[src/rtl/io_pkg.sv]
// rtl/io_pkg.sv - shared state encoding and default widths for the IN/OUT/HLT port unit
package io_pkg;

    localparam int DATA_W = 32;
    localparam int SW_W   = 16;

    typedef enum logic [2:0] {
        IDLE         = 3'd0,
        WAIT_PRESS   = 3'd1,
        WAIT_RELEASE = 3'd2,
        DONE         = 3'd3,
        HALTED       = 3'd4
    } io_state_t;

endpackage

[src/rtl/button_debounce.sv]
// rtl/button_debounce.sv - confirm-button synchronizer and debouncer; counter enabled by IO_DEBOUNCE_EN
module button_debounce #(
    parameter int DEBOUNCE_CYC = 4
) (
    input  logic clock,
    input  logic reset_n,
    input  logic confirm_btn,
    output logic btn_db
);

    logic sync1;
    logic btn_s;

    always_ff @(posedge clock or negedge reset_n) begin
        if (!reset_n) begin
            sync1 <= 1'b0;
            btn_s <= 1'b0;
        end else begin
            sync1 <= confirm_btn;
            btn_s <= sync1;
        end
    end

`ifdef IO_DEBOUNCE_EN
    localparam int CW = (DEBOUNCE_CYC > 1) ? $clog2(DEBOUNCE_CYC) : 1;

    logic [CW-1:0] cnt;
    logic          db_q;

    // Any return to agreement restarts the count, so short glitches never toggle db_q.
    always_ff @(posedge clock or negedge reset_n) begin
        if (!reset_n) begin
            cnt  <= '0;
            db_q <= 1'b0;
        end else if (btn_s == db_q) begin
            cnt <= '0;
        end else if (cnt == CW'(DEBOUNCE_CYC - 1)) begin
            db_q <= ~db_q;
            cnt  <= '0;
        end else begin
            cnt <= cnt + 1'b1;
        end
    end

    assign btn_db = db_q;
`else
    assign btn_db = btn_s;
`endif

endmodule

[src/rtl/io_port_unit.sv]
// rtl/io_port_unit.sv - IN/OUT/HLT servicing with operator handshake; debounce via IO_DEBOUNCE_EN
module io_port_unit #(
    parameter int DATA_W       = io_pkg::DATA_W,
    parameter int SW_W         = io_pkg::SW_W,
    parameter int DEBOUNCE_CYC = 4
) (
    input  logic              clock,
    input  logic              reset_n,
    input  logic              in_req,
    input  logic              out_req,
    input  logic              hlt,
    input  logic [DATA_W-1:0] out_data,
    input  logic [SW_W-1:0]   switches,
    input  logic              confirm_btn,
    output logic [DATA_W-1:0] in_data,
    output logic              in_valid,
    output logic              stall,
    output logic [DATA_W-1:0] display,
    output logic              waiting,
    output logic              halted
);

    import io_pkg::*;

    io_state_t state;
    logic      btn_db;
    logic      stall_hold;

    button_debounce #(
        .DEBOUNCE_CYC (DEBOUNCE_CYC)
    ) u_debounce (
        .clock       (clock),
        .reset_n     (reset_n),
        .confirm_btn (confirm_btn),
        .btn_db      (btn_db)
    );

    assign stall_hold = (state == WAIT_PRESS) || (state == WAIT_RELEASE) || (state == HALTED);

    // The request terms cover the issue cycle so the PC never slips past IN or HLT.
    assign stall    = stall_hold || hlt || ((state == IDLE) && in_req);
    assign in_valid = (state == DONE) && !hlt;
    assign waiting  = (state == WAIT_PRESS);
    assign halted   = (state == HALTED);

    always_ff @(posedge clock or negedge reset_n) begin
        if (!reset_n) begin
            state   <= IDLE;
            in_data <= '0;
            display <= '0;
        end else begin
            // A simultaneous IN in IDLE raises stall but must not block the OUT.
            if (out_req && !stall_hold && !hlt) begin
                display <= out_data;
            end
            if (hlt) begin
                state <= HALTED;
            end else begin
                case (state)
                    IDLE: begin
                        if (in_req) begin
                            state <= WAIT_PRESS;
                        end
                    end
                    WAIT_PRESS: begin
                        if (btn_db) begin
                            in_data <= DATA_W'(switches);
                            state   <= WAIT_RELEASE;
                        end
                    end
                    WAIT_RELEASE: begin
                        if (!btn_db) begin
                            state <= DONE;
                        end
                    end
                    DONE:    state <= IDLE;
                    HALTED:  state <= HALTED;
                    default: state <= IDLE;
                endcase
            end
        end
    end

endmodule
[config.mk]
export PLATFORM = sky130hd
export DESIGN_NAME = io_port_unit
export DESIGN_NICKNAME = d
export VERILOG_FILES = /design/src/rtl/io_pkg.sv /design/src/rtl/button_debounce.sv /design/src/rtl/io_port_unit.sv
export SDC_FILE = /design/constraint.sdc
export NUM_CORES = 1
export LEC_CHECK = 0
export CORE_UTILIZATION = 35
export CTS_CLUSTER_DIAMETER = 40
export CTS_CLUSTER_SIZE = 20
export DETAILED_ROUTE_END_ITERATION = 10
export PLACE_DENSITY = 0.72
export REMOVE_ABC_BUFFERS = 1
export SLEW_MARGIN = 20
export SYNTH_ARGS = -nofsm -noshare
export SYNTH_HDL_FRONTEND = slang
export SYNTH_SLANG_ARGS = --single-unit
export TNS_END_PERCENT = 50
[constraint.sdc]
create_clock -name clock -period 3.8 [get_ports clock]
set_input_delay 0.76 -clock clock [delete_from_list [all_inputs] [get_ports clock]]
set_output_delay 0.76 -clock clock [all_outputs]
set_load 0.1 [all_outputs]
==> impl_metrics.toml <==
[global_routing]
grt_pass1_vias = 1527
grt_pass1_wl_um = 7750
grt.total_usage = 0.139
gr-total-overflow = 0
antenna_found_initial = 0
grt_max_degree = 53

[drt]
drt_wl_total_um = 4430
drtIter0Drc = 44
wl_per_cell_um = 13.3
viasPerCell = 4.42
vias = 1467
drt-pass1-iter-count = 2
post-route-drc-count = 0
ant_nets = 0

[placement]
hpwl_um = 3180
place.gp.congestion = 0.711
placed_cells = 324
dpl-instance-area_um2 = 3340
place_ws_ns = 1.07
io_buffers = 105

[clock_network]
cts_setup_buffers = 0
cts_buffers = 5
clk_latency_ns = 0.31
clockRootBuffer = "clkbuf_8"
clockBufferDepth = 2
cts_resized = 0
path_clk_slew_ns = 0.10
cts-hold-fix-buffers = 0
clock-sinks = 53
htreeDepth = 2
cts_tree = "built"

[flow_run]
max_cap_viol_count = 0

[setup_path]
critical_path_class = "in -> out"
cp-end-kind = "primary output"
cp_max_fo = 5
start_kind = "input pin"
cp_slowest_cell = "clkdlybuf4s50_1"
cp_data_required_time_ns = 3.04
crit_family = "buffers and inverters"
worstPathCellList = "clkdlybuf4s50_1 -> nor2_1 -> and3_1 -> buf_4"
path_buf_inv = 2
cpPeakStageDelay_ns = 0.51
cp_data_arrival_time_ns = 1.93

[hold_path]
hold_path_class = "reg -> reg"

[timing]
final_max_slew_viol_count = 0
finalSetupViolations = 0
worst_slack_ns = 1.11
max_slew_margin = 0.340
hold-worst-slack_ns = 0.364
finClkSkew_ns = 0.00949
period_share = 0.709
min_period_ns = 2.69
hold_viol = 0
fmax_mhz = 371
rsz0062_at_grt = "false"
worst_pin_slew_ns = 0.987

[floorplanning]
start_util = 0.364
die-area_um2 = 6930
core.rowCount = 29
io_pins = 122
die_y_um = 83.2
die_width_um = 83.2
core_um2 = 6350

[synthesis]
yosys.area.top_type = "dfrtp_1"
ys_seq_area_frac = 0.574
synth_cell_types = 26
synthCells = 148
mappedNetlistArea_um2 = 2310
synth.top_cell.area_share = 0.574
ys_seq_elements = 53
synth_top_cells_by_area = "dfrtp_1, mux2_4, mux2_2"
syn_area_per_cell_um2 = 15.6
ys_warn_count = 0

[power_and_ir_drop]
ir_drop_uv = 292
p_per_area_nw_per_um2 = 559
power_w = 0.00192
power_leakage_nw = 1.60

[layout]
antenna_cells = 0
drive_gt1_frac = 0.259
syn_to_final_growth_pct = 48.9
fin_nets = 308
instances_no_fill = 332
fin_area_um2 = 3440

[status]
status = "complete, no violations"
-- final cells by class --
type	count	area, µm²
fill	554	2910
sequential	53	1330
timing repair buffer	107	1050
multi-input combinational	85	861
tap	77	96.3
clock buffer	5	68.8
clock inverter	3	26.3
inverter	2	7.51
-- report_power, final --
part / switching (W) / leakage, nW / internal, W
combinational: 0.000674 / 0.889 / 0.000245
clock: 0.000192 / 0.0423 / 0.000134
sequential: 0.0000414 / 0.672 / 0.000636
-- per-layer routing --
metal / vias up / track usage / wire length [µm]
li1: 685 / - / -
met1: 696 / 0.194 / 2020
met2: 81 / 0.212 / 2010
met3: 5 / 0.0417 / 376
met4: 0 / 0.0329 / 27
met5: - / 0 / 0
-- synthesized netlist by cell type, drive strengths merged --
cell type,count
a2111o,1
a211oi,1
a21boi,1
a21o,1
a21oi,1
and3,1
buf,23
conb,1
dfrtp,53
inv,2
mux2,48
nand2,1
nand2b,2
nand3b,1
nor2,4
nor3b,1
nor4,2
o21a,1
o21ai,1
or2,1
xor2,1
-- final timing paths --
kind                                  start           endpoint  slack [ns]  cells past startpoint
min in group asynchronous           reset_n         in_data[6]        0.46                      1
min reg2reg                u_debounce.sync1  u_debounce.btn_db        0.36                      0
max                                     hlt           in_valid        1.11                      4
max reg2reg                        state[1]        display[28]        1.58                      3
min                        u_debounce.sync1  u_debounce.btn_db        0.36                      0
max in group asynchronous           reset_n         in_data[4]        2.85                      2
-- placed cells by master (no fill, tap or decap) --
cell type / instances
a2111o_2: 1
a211oi_1: 1
a21boi_0: 1
a21o_1: 1
a21oi_1: 1
and3_1: 1
buf_4: 7
clkbuf_8: 5
clkdlybuf4s50_1: 100
clkinvlp_4: 2
conb_1: 16
dfrtp_1: 53
inv_1: 2
inv_8: 1
mux2_2: 18
mux2_4: 30
nand2_1: 1
nand2b_1: 2
nand3b_1: 1
nor2_1: 4
nor3b_1: 1
nor4_1: 1
nor4_4: 1
o21a_1: 1
o21ai_0: 1
or2_2: 1
xor2_1: 1
-- per-stage QoR --
stage                     utilization  TNS, ns
after floorplan                     -   -20.72
after global placement          0.526        0
after detailed placement        0.527        0
after CTS                       0.542        0
after global routing            0.542        0
final                           0.542        0
-- logic make-up (layout without fill, tap and decap cells) --
| family | count (synthesis) | in the layout | synth area share |
|---|---|---|---|
| flops | 53 | 53 | 0.574 |
| buf+inv | 25 | 117 | 0.0780 |
| simple gates | 13 | 13 | 0.0374 |
| compound gates | 7 | 7 | 0.0222 |
| mux | 48 | 48 | 0.283 |
| other cells | 1 | 16 | 0.00162 |
| xor+xnor | 1 | 1 | 0.00379 |
-- flip-flops by register name, indices dropped and copies added (netlist names) --
signal,flops
display,32
in_data,16
state,3
u_debounce.btn_db,1
u_debounce.sync1,1
-- worst register-to-register path, stage by stage (launching register included) --
cell and delay [ns]:
dfrtp_1 0.53, nor3b_1 0.36, a2111o_2 0.79, mux2_2 0.44
(Power assumes the default switching activity.)
